[src/rtl/imm_encoder.sv]
`default_nettype none
// ============================================================================
//  Module      : imm_encoder
//  Description : RV32I instruction encoder. Packs opcode, register fields,
//                function fields and a full-width immediate into a 32-bit
//                instruction word, range-checks the immediate for the
//                selected format, and queues the result in a 2-entry FIFO.
//                Illegal opcodes or out-of-range immediates are still
//                accepted. They push a NOP (addi x0,x0,0) flagged as an error.
//  Ports       :
//    clk         sole clock, rising edge
//    rst         synchronous active-high reset
//    in_valid    request valid
//    in_ready    FIFO has a free slot (occupancy < 2)
//    in_opcode   RV32I opcode, selects the format
//    in_rd/rs1/rs2  register fields
//    in_funct3/7 function fields
//    in_imm      signed full-width immediate
//    out_valid   head-of-FIFO word valid
//    out_ready   consumer takes the head word
//    out_instr   encoded instruction word (head of FIFO)
//    out_err     head word is an error substitute
//    enc_count   number of good words pushed (wraps)
//    err_count   number of error words pushed (wraps)
//  Revision    : 1.0  initial release
// ============================================================================
module imm_encoder #(
    parameter int CNT_W = 16
) (
    input  wire logic             clk,
    input  wire logic             rst,
    input  wire logic             in_valid,
    output logic                  in_ready,
    input  wire logic [6:0]       in_opcode,
    input  wire logic [4:0]       in_rd,
    input  wire logic [4:0]       in_rs1,
    input  wire logic [4:0]       in_rs2,
    input  wire logic [2:0]       in_funct3,
    input  wire logic [6:0]       in_funct7,
    input  wire logic [31:0]      in_imm,
    output logic                  out_valid,
    input  wire logic             out_ready,
    output logic [31:0]           out_instr,
    output logic                  out_err,
    output logic [CNT_W-1:0]      enc_count,
    output logic [CNT_W-1:0]      err_count
);

    // ------------------------------------------------------------------
    // Opcodes and formats
    // ------------------------------------------------------------------
    localparam logic [6:0] c_OP_REG    = 7'b0110011;
    localparam logic [6:0] c_OP_IMM    = 7'b0010011;
    localparam logic [6:0] c_OP_LOAD   = 7'b0000011;
    localparam logic [6:0] c_OP_JALR   = 7'b1100111;
    localparam logic [6:0] c_OP_SYSTEM = 7'b1110011;
    localparam logic [6:0] c_OP_STORE  = 7'b0100011;
    localparam logic [6:0] c_OP_BRANCH = 7'b1100011;
    localparam logic [6:0] c_OP_LUI    = 7'b0110111;
    localparam logic [6:0] c_OP_AUIPC  = 7'b0010111;
    localparam logic [6:0] c_OP_JAL    = 7'b1101111;

    localparam logic [2:0] c_FMT_R   = 3'd0;
    localparam logic [2:0] c_FMT_I   = 3'd1;
    localparam logic [2:0] c_FMT_S   = 3'd2;
    localparam logic [2:0] c_FMT_B   = 3'd3;
    localparam logic [2:0] c_FMT_U   = 3'd4;
    localparam logic [2:0] c_FMT_J   = 3'd5;
    localparam logic [2:0] c_FMT_BAD = 3'd7;

    // addi x0, x0, 0 -- substituted for any rejected request
    localparam logic [31:0]      c_NOP     = 32'h0000_0013;
    localparam logic [CNT_W-1:0] c_CNT_ONE = {{(CNT_W-1){1'b0}}, 1'b1};

    // ------------------------------------------------------------------
    // Format decode
    // ------------------------------------------------------------------
    logic [2:0] w_fmt;

    always_comb begin
        w_fmt = c_FMT_BAD;
        case (in_opcode)
            c_OP_REG:                                      w_fmt = c_FMT_R;
            c_OP_IMM, c_OP_LOAD, c_OP_JALR, c_OP_SYSTEM:   w_fmt = c_FMT_I;
            c_OP_STORE:                                    w_fmt = c_FMT_S;
            c_OP_BRANCH:                                   w_fmt = c_FMT_B;
            c_OP_LUI, c_OP_AUIPC:                          w_fmt = c_FMT_U;
            c_OP_JAL:                                      w_fmt = c_FMT_J;
            default:                                       w_fmt = c_FMT_BAD;
        endcase
    end

    // ------------------------------------------------------------------
    // Immediate range checks
    // A value fits an N-bit signed field when every bit from N-1 upward is
    // a copy of the sign, i.e. the upper slice is all-zero or all-one.
    // ------------------------------------------------------------------
    logic w_fits12;     // -2048 .. 2047
    logic w_fits13;     // -4096 .. 4095
    logic w_fits21;     // -1048576 .. 1048575
    logic w_even;
    logic w_low12_zero;
    logic w_shamt_ok;   // 0 .. 31
    logic w_is_shift;

    assign w_fits12     = (&in_imm[31:11]) | ~(|in_imm[31:11]);
    assign w_fits13     = (&in_imm[31:12]) | ~(|in_imm[31:12]);
    assign w_fits21     = (&in_imm[31:20]) | ~(|in_imm[31:20]);
    assign w_even       = ~in_imm[0];
    assign w_low12_zero = ~(|in_imm[11:0]);
    assign w_shamt_ok   = ~(|in_imm[31:5]);
    // SLLI / SRLI / SRAI: funct3 001 or 101 under OP-IMM
    assign w_is_shift   = (in_opcode == c_OP_IMM) && (in_funct3[1:0] == 2'b01);

    // ------------------------------------------------------------------
    // Bit packing
    // ------------------------------------------------------------------
    logic [31:0] w_word;
    logic        w_ok;

    always_comb begin
        w_word = '0;
        w_ok   = 1'b0;
        case (w_fmt)
            c_FMT_R: begin
                w_word = {in_funct7, in_rs2, in_rs1, in_funct3, in_rd, in_opcode};
                w_ok   = 1'b1;
            end
            c_FMT_I: begin
                if (w_is_shift) begin
                    // funct7 occupies the upper immediate bits, shamt below it
                    w_word = {in_funct7, in_imm[4:0], in_rs1, in_funct3, in_rd, in_opcode};
                    w_ok   = w_shamt_ok;
                end else begin
                    w_word = {in_imm[11:0], in_rs1, in_funct3, in_rd, in_opcode};
                    w_ok   = w_fits12;
                end
            end
            c_FMT_S: begin
                w_word = {in_imm[11:5], in_rs2, in_rs1, in_funct3, in_imm[4:0], in_opcode};
                w_ok   = w_fits12;
            end
            c_FMT_B: begin
                w_word = {in_imm[12], in_imm[10:5], in_rs2, in_rs1, in_funct3,
                          in_imm[4:1], in_imm[11], in_opcode};
                w_ok   = w_fits13 & w_even;
            end
            c_FMT_U: begin
                w_word = {in_imm[31:12], in_rd, in_opcode};
                w_ok   = w_low12_zero;
            end
            c_FMT_J: begin
                w_word = {in_imm[20], in_imm[10:1], in_imm[11], in_imm[19:12],
                          in_rd, in_opcode};
                w_ok   = w_fits21 & w_even;
            end
            default: begin
                w_word = '0;
                w_ok   = 1'b0;
            end
        endcase
    end

    // FIFO entry: {err, instr}
    logic [32:0] w_entry;
    assign w_entry = w_ok ? {1'b0, w_word} : {1'b1, c_NOP};

    // ------------------------------------------------------------------
    // 2-entry FIFO
    // r_head is the output register; r_tail is the second slot. Keeping the
    // head in a dedicated register gives registered outputs and lets the
    // head hold its last value while the FIFO is empty.
    // ------------------------------------------------------------------
    logic [1:0]       r_occ;
    logic [32:0]      r_head;
    logic [32:0]      r_tail;
    logic [CNT_W-1:0] r_enc_count;
    logic [CNT_W-1:0] r_err_count;

    logic w_push;
    logic w_pop;

    assign in_ready  = (r_occ != 2'd2);
    assign out_valid = (r_occ != 2'd0);
    assign w_push    = in_valid & in_ready;
    assign w_pop     = out_valid & out_ready;

    always_ff @(posedge clk) begin
        if (rst) begin
            r_occ       <= 2'd0;
            r_head      <= '0;
            r_tail      <= '0;
            r_enc_count <= '0;
            r_err_count <= '0;
        end else begin
            case (r_occ)
                2'd0: begin
                    // pop is meaningless when empty
                    if (w_push) begin
                        r_head <= w_entry;
                        r_occ  <= 2'd1;
                    end
                end
                2'd1: begin
                    if (w_push && w_pop) begin
                        r_head <= w_entry;
                    end else if (w_push) begin
                        r_tail <= w_entry;
                        r_occ  <= 2'd2;
                    end else if (w_pop) begin
                        r_occ  <= 2'd0;
                    end
                end
                2'd2: begin
                    // full: in_ready is low so no push can occur
                    if (w_pop) begin
                        r_head <= r_tail;
                        r_occ  <= 2'd1;
                    end
                end
                default: begin
                    r_occ <= 2'd0;
                end
            endcase

            if (w_push) begin
                if (w_entry[32]) begin
                    r_err_count <= r_err_count + c_CNT_ONE;
                end else begin
                    r_enc_count <= r_enc_count + c_CNT_ONE;
                end
            end
        end
    end

    assign out_instr = r_head[31:0];
    assign out_err   = r_head[32];
    assign enc_count = r_enc_count;
    assign err_count = r_err_count;

endmodule
`default_nettype wire

[config.mk]
export PLATFORM = sky130hd
export DESIGN_NAME = imm_encoder
export DESIGN_NICKNAME = d
export VERILOG_FILES = /design/src/rtl/imm_encoder.sv
export SDC_FILE = /design/constraint.sdc
export NUM_CORES = 1
export LEC_CHECK = 0
export ABC_AREA = 1
export ABC_CLOCK_PERIOD_IN_PS = 2700
export BUFFER_PORTS_ARGS = -buffer_cell sky130_fd_sc_hd__buf_2
export CAP_MARGIN = 40
export CORE_UTILIZATION = 47
export DETAILED_ROUTE_END_ITERATION = 7
export GPL_ROUTABILITY_DRIVEN = 0
export PLACE_DENSITY = 0.85
export SYNTH_ARGS = -nofsm -noshare
export SYNTH_HDL_FRONTEND = slang
export SYNTH_SLANG_ARGS = --single-unit
[constraint.sdc]
create_clock -name clk -period 2.7 [get_ports clk]
set_clock_uncertainty 0.2 [all_clocks]
set_input_delay 0.405 -clock clk [delete_from_list [all_inputs] [get_ports clk]]
set_output_delay 0.405 -clock clk [all_outputs]
set_load 0.005 [all_outputs]
* Word-level counts from Yosys, hierarchy flattened
Cells that the tools add are included.
** Cells by class
- Multiplexer cells :: 16
- Reduce and logical (&&, ||, !) cells :: 21
- Bitwise operators :: 15
- Add/sub/neg operators :: 2
- Equal/unequal tests :: 24
** Operator list (count)
- case mux 32 bit (6 select lines) :: 1
- two-way mux 33 bit :: 4
- case mux 33 bit (3 select lines) :: 1
- adder 16 x 1 -> 16 bit, second input constant :: 2
- two-way mux 32 bit :: 1
- equality test 7 bit, second input constant :: 4
- OR reduction 27 bit :: 1
- OR reduction 12 bit :: 2
- equality test 7 x 6 -> 1 bit, second input constant :: 3
- AND reduction 21 bit :: 1
- OR reduction 21 bit :: 1
- AND reduction 20 bit :: 1
- OR reduction 20 bit :: 1
- case mux 3 bit (6 select lines) :: 1
- equality test 7 x 5 -> 1 bit, second input constant :: 2
- AND reduction 12 bit :: 1
- two-way mux 2 bit :: 5
- inequality test 2 bit, second input constant :: 5
- inverter 1 bit :: 8
- AND reduction 4 bit :: 2
- equality test 7 x 2 -> 1 bit, second input constant :: 1
- equality test 3 x 2 -> 1 bit, second input constant :: 2
- equality test 3 bit, second input constant :: 2
- case mux 1 bit (6 select lines) :: 1
- 17 further kinds :: 25
** Word-level totals
- Output and inout port bits :: 67
- Register bits after elaboration :: 100
- Word-level logic and storage cells :: 83

* Depth between registers and ports, before layout
Gate-level depths: netlist of the first run.
- Depth after elaboration :: 8
- Mapped depth :: 24
- Gate-level depth less buffers :: 21

* Least setup slack after synthesis of the first run
OpenSTA, ideal clock, no wires.
- Kind :: input -> register
- From :: input port in_opcode[4]
- To :: register r_head[4]
- Arrival time :: 2.438 ns
- Data required time :: 2.356 ns
- Setup time :: 0.144 ns
- Slack :: -0.082 ns
- Stages on the path :: 20
- Cells stage by stage :: buf_4 > inv_2 > nand3_1 > inv_2 > nand2_2 > o21ai_2 > inv_2 > ha_1 > o21ai_0 > nand2_1 > nor2_4 > nand4_1 > nand3_1 > nand2_1 > nand2_2 > buf_12 > buf_6 > nand2_1 > o21ai_0 > a21oi_1
** On the way
- Word-level cells in the longest chain between the ends :: 8
- Elaborated cells between the ends (all ways) :: 28
- Classes of those cells :: 15 x eq/ne; 9 x mux; 4 x reduce/logical
** Ends and longest elaborated chain
- start, declared :: RTL line 34 : input wire logic [6:0] in_opcode,
- equality test 7 x 5 -> 1 bit (tied with other cells) :: RTL line 82, 113
- OR reduction 4 bit or OR reduction 2 bit (tied branches) :: RTL line 82 : case (in_opcode)
- case mux 3 bit (6 select lines) :: RTL line 82
- equality test 3 bit (tied with other cells) :: RTL line 124 : case (w_fmt)
- case mux 32 bit (6 select lines) or case mux 1 bit (6 select lines) (tied branches) :: RTL line 124
- two-way mux 33 bit (*) :: RTL line 166 : assign w_entry = w_ok ? {1'b0, w_word} : {1'b1, c_NOP};
- two-way mux 33 bit, on equally long branches :: RTL line 205, 199
- case mux 33 bit (3 select lines) (*) :: RTL line 196 : case (r_occ)
- end signal, assigned :: RTL line 200 : r_head <= w_entry;
- end signal, assigned :: RTL line 206 : r_head <= w_entry;
- end signal, assigned :: RTL line 217 : r_head <= r_tail;
- end, declared :: RTL line 175 : logic [32:0] r_head;
Every way passes the cells marked *; elsewhere a longest branch is shown, timed or not. The select of a mux whose other input is x is not followed.
A chain may end at the register's enable or synchronous reset.

* Final worst setup path of the first run
- From :: input port in_opcode[0]
- To :: register r_head[6]
Same word-level chain as after synthesis.

==> results of run 1 <==
-- per-layer routing --
metal  up-vias  track usage (%)  routed length, um
met3        26             3.53                701
met2       175             44.0               8070
met4         0             6.58                240
met5         -                0                  0
li1       3279                -                  -
met1      2950             29.8               7030
-- cells in the mapped netlist (6+ instances only) --
cell type	number	area share, %
sky130_fd_sc_hd__nor4_1	8	0.83
sky130_fd_sc_hd__mux2_2	7	1.3
sky130_fd_sc_hd__a21oi_2	20	2.9
sky130_fd_sc_hd__buf_4	7	0.88
sky130_fd_sc_hd__a21oi_1	82	6.8
sky130_fd_sc_hd__nor2_1	115	7.2
sky130_fd_sc_hd__nand2_2	6	0.63
sky130_fd_sc_hd__o21ai_0	55	4.6
sky130_fd_sc_hd__nand4_1	8	0.83
sky130_fd_sc_hd__nor3_1	13	1.1
sky130_fd_sc_hd__dfxtp_1	100	33
sky130_fd_sc_hd__clkbuf_1	27	1.7
sky130_fd_sc_hd__xnor2_1	7	1.0
sky130_fd_sc_hd__xor2_1	11	1.6
sky130_fd_sc_hd__nand2_1	240	15
sky130_fd_sc_hd__nand3_1	59	4.9
sky130_fd_sc_hd__inv_2	10	0.63
sky130_fd_sc_hd__inv_1	71	4.4
sky130_fd_sc_hd__nand3_2	26	4.3
-- area by class of cell --
| class | count | area [sq um] | share of cell area [%] |
|---|---|---|---|
| Clock buffer | 10 | 239 | 3.15 |
| Clock inverter | 5 | 86.3 | 1.14 |
| Inverter | 81 | 307 | 4.05 |
| Multi-Input combinational cell | 683 | 3490 | 46.1 |
| Sequential cell | 100 | 2000 | 26.4 |
| Tap cell | 168 | 210 | 2.77 |
| Timing Repair Buffer | 194 | 1240 | 16.3 |
-- state kept, by name, summed over array words and instances, names as in the netlist --
register and count:
enc_count 16, err_count 16, r_head 33, r_tail 33, r_occ 2
-- final timing paths --
path	endpoint	depth (start not counted)	from	slack, ps
max reg2reg	enc_count[15]	11	enc_count[0]	540
min	r_occ[0]	3	out_ready	210
max	r_head[6]	22	in_opcode[0]	170
min reg2reg	r_head[20]	2	r_head[20]	260
-- cells by family (layout without fill, tap and decap cells) --
logic type / after synthesis / after routing / share of synthesized area, %
adder cells (fa/ha/maj): 3 / 3 / 0.626
buffers and inverters: 126 / 290 / 9.49
multiplexers: 7 / 7 / 1.31
AND/OR/NAND/NOR: 491 / 491 / 37.3
AO/OA/AOI/OAI: 164 / 164 / 15.2
flip-flops: 100 / 100 / 33.4
XOR/XNOR: 18 / 18 / 2.63
-- critical path: cells and delay by family --
kind            cells  cell delay (ps)
buf+inv             9              870
simple gates       10              960
fa+ha+maj           1              130
compound gates      2              130
-- power groups by stage --
| stage | logic [mW] | registers, mW | clock network [mW] |
|---|---|---|---|
| after floorplan | 0.264 | 1.57 | 0 |
| after global placement | 0.443 | 1.57 | 0 |
| after detailed placement | 0.458 | 1.57 | 0 |
| after CTS | 0.462 | 1.53 | 1.41 |
| after global routing | 0.518 | 1.54 | 1.47 |
| final | 0.469 | 1.54 | 1.39 |
-- repair_timing --
item | 4_1_cts | 5_1_grt
setup endpoints to repair | 0 | 22
gates resized for setup | 0 | 4
endpoints found under the hold margin | 0 | 0
setup buffers | 0 | 3
==> metrics.txt, run 1 <==
clock buffers created by TritonCTS=9; maximum ir drop on the vdd rail=0.335 mV; Port-buffer cells=134; count of endpoints failing setup in the final report=0; master of the slowest instance on the critical path=sky130_fd_sc_hd__buf_12; number of buffers inserted by hold repair at cts=0; via count=about 6.4k; Crit Path Class=in -> reg; placed cell count=approximately 1.2k; leakage power figure=3.48 nW; clock tree buffer depth=2; violation count after the first detailed-route iteration=552; async set-or-reset flop fraction in the synthesized netlist=0%; maximum level of the CTS H-tree=3; Core ar.=~12000 sq um; antenna violations before repair=0; share of power burned in the clock network=41.0%; net switching share of the total power=around a quarter; I/O pin count=~140; arrival time worst endpoint=around 2500 ps; final worst path period share=93.5%; worst rel slew slack=roughly 53%; total DRC errors in the routed layout=0; Min Clock Period, post-route=2530 ps; number of nets with antenna violations after detailed routing=0; non-filler cells, final=approximately 1.2k; Internal Power=roughly 2.5 mW; count of different cell masters after synthesis=38; total global routing overflow=0; setup repair after global routing missed its margin=true; DR pass1 iterations=6; horizontal die dimension=115 um; average footprint of a synthesized cell=6.60 sq um; Syn. warnings=0; TritonCTS clock tree=built; Final Util=62.0%; maximum number of pins on one net before global-route repair=63; post-detail-place hpwl=11900 um; source-to-sink clock delay at the later pin of the worst-skew pair=330 ps; nature of the critical path startpoint=primary input; Crit. End Element=flip-flop; Comb pwr share=13.8%; fin. max-slew vios=0; net switching power=roughly 860 uW; synthesized area=6000 sq um; overall die area=approximately 13000 sq um; sequential fraction of design power=45.2%; post-route worst hold slack=208 ps; result of the run=finished clean; post-synthesis instance total=909; sequential element share of the synthesized area=33.4%; Finished Cell Area=7580 sq um; height of the die=115 um; flop and latch count out of synthesis=100; Power Total=3.40 mW; standard-cell row count=40; most used flip-flop cell after synthesis=sky130_fd_sc_hd__dfxtp_1; maximum single-stage delay on the critical path=160 ps; DRT Wirelength=16000 um; clock input transition at the sequential cells of the worst setup and hold paths=70 ps; Total GRT Usage=24.2%; wire length of the first global-routing pass=26100 um; final setup slack of the worst path=174 ps; top library cells by usage in the layout, fill and taps aside=239 x sky130_fd_sc_hd__nand2_1, 134 x sky130_fd_sc_hd__buf_2, 115 x sky130_fd_sc_hd__nor2_1, 100 x sky130_fd_sc_hd__dfxtp_1, 82 x sky130_fd_sc_hd__a21oi_1; via count of the first global-routing pass=around 5.8k; Setup TNS=0 ps; max-capacitance violation count=0; Placed Instance Area=7210 sq um; share of post-route cells with drive strength above 1=27.9%; Filler Cell Count=1156; CTS root buf=sky130_fd_sc_hd__clkbuf_16; critical path fanouts, max=13; most common cell after layout, fill and taps aside=sky130_fd_sc_hd__nand2_1; class of the most critical hold timing path=in -> reg; cell chain of the critical path=buf_2 > nand2_1 > inv_1 > nand2_1 > o21ai_4 > inv_4 > ha_4 > inv_1 > nor2_2 > nand3_4 > nand2_4 > buf_4 > nor2_2 > inv_1 > nand2_1 > buf_12 > buf_4 > buf_4 > nand3_2 > nand2_1 > nand2_1 > a21oi_2; most used cell, CP=sky130_fd_sc_hd__nand2_1; wire per inst=12.9 um; Highest Clock Rate=about 400 MHz; ratio of routed vias to standard cells=just over 5; Hold Fails Final Rpt=0; Layout Nets=around 1.1k; Synth Net Count=980; power density of the placed cells=about 450 nW/um^2; Syn-to-layout area delta=26.3%; Starting Density=49.1%; clk sinks=100; critical path required time=between 2000 and 3000 ps; Slew @ Worst Pin=707 ps; worst setup slack before clock tree synthesis=-191 ps; count of flip-flops with a built-in enable after synthesis=0; number of antenna repair diodes=0
No activity file was read; power rests on OpenSTA's default activity.
==> run 2, diff against run 1 <==
Settings changed: CTS_BUF_LIST from default to sky130_fd_sc_hd__clkbuf_8, PLACE_DENSITY 0.85 to 0.74.
==> metrics.txt, run 2 (synthesized netlist as in run 1, its figures left out) <==
Highest Clock Rate=391 MHz (-1.1%); top library cells by usage in the layout, fill and taps aside=236 x sky130_fd_sc_hd__nand2_1, 134 x sky130_fd_sc_hd__buf_2, 115 x sky130_fd_sc_hd__nor2_1, 100 x sky130_fd_sc_hd__dfxtp_1, 81 x sky130_fd_sc_hd__a21oi_1; overall die area=13200 sq um (unchanged); maximum level of the CTS H-tree=3 (unchanged); I/O pin count=135 (unchanged); Port-buffer cells=134 (unchanged); DR pass1 iterations=6 (unchanged); leakage power figure=3.45 nW (-1.1%); power density of the placed cells=418 nW/um^2 (-6.8%); wire length of the first global-routing pass=26800 um (+2.7%); TritonCTS clock tree=built; via count=6349 (-1.3%); Slew @ Worst Pin=734 ps (+27.6 ps); total DRC errors in the routed layout=0 (unchanged); maximum number of pins on one net before global-route repair=63 (unchanged); post-detail-place hpwl=11900 um (-0.20%); arrival time worst endpoint=2650 ps (+130 ps); result of the run=finished clean; critical path required time=2800 ps (+110 ps); Core ar.=12200 sq um (unchanged); violation count after the first detailed-route iteration=552 (unchanged); beginning of the worst register-to-register path=r_occ[0]; critical path fanouts, max=9 (-4); Filler Cell Count=1192 (+3.1%); Layout Nets=1142 (+0.18%); clk sinks=100 (unchanged); Hold Fails Final Rpt=0 (unchanged); clock buffers created by TritonCTS=9 (unchanged); height of the die=115 um (unchanged); wire per inst=13.1 um (+1.6%); total global routing overflow=0 (unchanged); startpoint of the lowest-slack hold path=out_ready; class of the most critical hold timing path=in -> reg; DRT Wirelength=16300 um (+1.9%); antenna violations before repair=0 (unchanged); ratio of routed vias to standard cells=5.10 (-1.5%); horizontal die dimension=115 um (unchanged); share of post-route cells with drive strength above 1=28.3% (+0.48 points); nature of the critical path startpoint=primary input; count of endpoints failing setup in the final report=0 (unchanged); maximum ir drop on the vdd rail=0.252 mV (-25%); CTS root buf=sky130_fd_sc_hd__clkbuf_8; biggest regs=r_head x33, r_tail x33; register area=2000 sq um (unchanged); via count of the first global-routing pass=5720 (-0.78%); final worst path period share=94.6% (+1.1 points); Setup TNS=0 ps (unchanged); Syn-to-layout area delta=25.1%; area occupied by multi-input gates=3510 sq um (+0.32%); worst rel slew slack=51.0% (-1.8 points); standard-cell row count=40 (unchanged); max-capacitance violation count=0 (unchanged); Min Clock Period, post-route=2550 ps (+28.9 ps); Total GRT Usage=25.5% (+1.2 points); number of antenna repair diodes=0 (unchanged); path depth of the worst reg2reg path=11 (unchanged); number of cells on the worst hold path=3 (unchanged); Worst Hold Endpoint=r_occ[0]; most common cell after layout, fill and taps aside=sky130_fd_sc_hd__nand2_1; Starting Density=49.1% (unchanged); Crit. End Element=flip-flop; source-to-sink clock delay at the later pin of the worst-skew pair=370 ps (+40 ps); clock tree buffer depth=2 (unchanged); number of nets with antenna violations after detailed routing=0 (unchanged); post-route worst hold slack=164 ps (-44.3 ps); fin. max-slew vios=0 (unchanged); worst reg2reg endpoint=r_head[29]; clock input transition at the sequential cells of the worst setup and hold paths=90 ps (+20 ps); number of buffers inserted by hold repair at cts=0 (unchanged); worst reg-to-reg setup slack=390 ps (-150 ps); Crit Path Class=in -> reg
run 2: cell count changes in the layout (fill, tap and decap cells not counted), sizes merged:
cell      previous run  this run
clkinv               3         0
inv                 81        82
clkinvlp             0         3
bufinv               2         3
buf                194       195
run 2: layout make-up:
type                            count  area share [%]
Clock buffer                        9            1.65
Clock inverter                      7            1.55
Inverter                           81            4.08
Multi-Input combinational cell    683            46.7
Sequential cell                   100            26.7
Tap cell                          168            2.80
Timing Repair Buffer              196            16.6
run 2: repair_timing:
item,in CTS,in global routing
resized for setup,0,8
setup endpoints to repair,0,30
setup buffers,0,3
run 2: power by group:
part / internal (mW) / switching [mW]
clock: 0.612 / 0.534
combinational: 0.179 / 0.283
sequential: 1.51 / 0.0209
run 2: how the worst max path moves through the flow:
stage,start,end,cells past startpoint
6_report,in_opcode[0],r_head[26],22
3_3_place_gp,in_opcode[0],r_head[19],20
4_1_cts,in_opcode[0],r_head[26],22
5_1_grt,in_opcode[0],r_head[26],20
3_5_place_dp,in_opcode[0],r_head[24],22
2_1_floorplan,in_opcode[4],err_count[1],23
run 2: stage by stage:
step                cell area, sq um  instances  power (mW)  setup WS [ps]  util, %
global route                    7510       1244        3.29          -11.2     61.5
global placement                7180       1223        2.01           -169     58.8
CTS                             7440       1240        3.17            116     60.9
floorplan                       6060        909        1.83           29.4        -
finish                          7510       1244        3.14            145     61.5
detailed placement              7200       1224        2.02           -224     58.9
run 2: critical path, stage by stage:
cell and delay [ps]:
sky130_fd_sc_hd__buf_2 90, sky130_fd_sc_hd__nand2_1 110, sky130_fd_sc_hd__inv_2 90, sky130_fd_sc_hd__nand2_2 80, sky130_fd_sc_hd__o21ai_4 190, sky130_fd_sc_hd__inv_4 50
sky130_fd_sc_hd__ha_4 160, sky130_fd_sc_hd__inv_1 80, sky130_fd_sc_hd__nor2_4 50, sky130_fd_sc_hd__nand3_4 140, sky130_fd_sc_hd__nand3_4 90, sky130_fd_sc_hd__nor2_4 130
sky130_fd_sc_hd__nand2_1 60, sky130_fd_sc_hd__nand2_1 60, sky130_fd_sc_hd__nand2_1 90, sky130_fd_sc_hd__nand2_4 110, sky130_fd_sc_hd__buf_12 150, sky130_fd_sc_hd__buf_6 130
sky130_fd_sc_hd__nand3_2 70, sky130_fd_sc_hd__nand2_1 80, sky130_fd_sc_hd__nand2_1 90, sky130_fd_sc_hd__a21oi_2 120
run 2: layer usage:
metal / up-vias / GRT usage, % / share of wire [%] / routed length (um)
met3: 28 / 4.16 / 3.7 / 601
met4: 0 / 8.74 / 2.4 / 395
met2: 156 / 42.0 / 48 / 7790
li1: 3269 / - / - / -
met1: 2896 / 33.7 / 46 / 7550
met5: - / 0 / 0 / 0
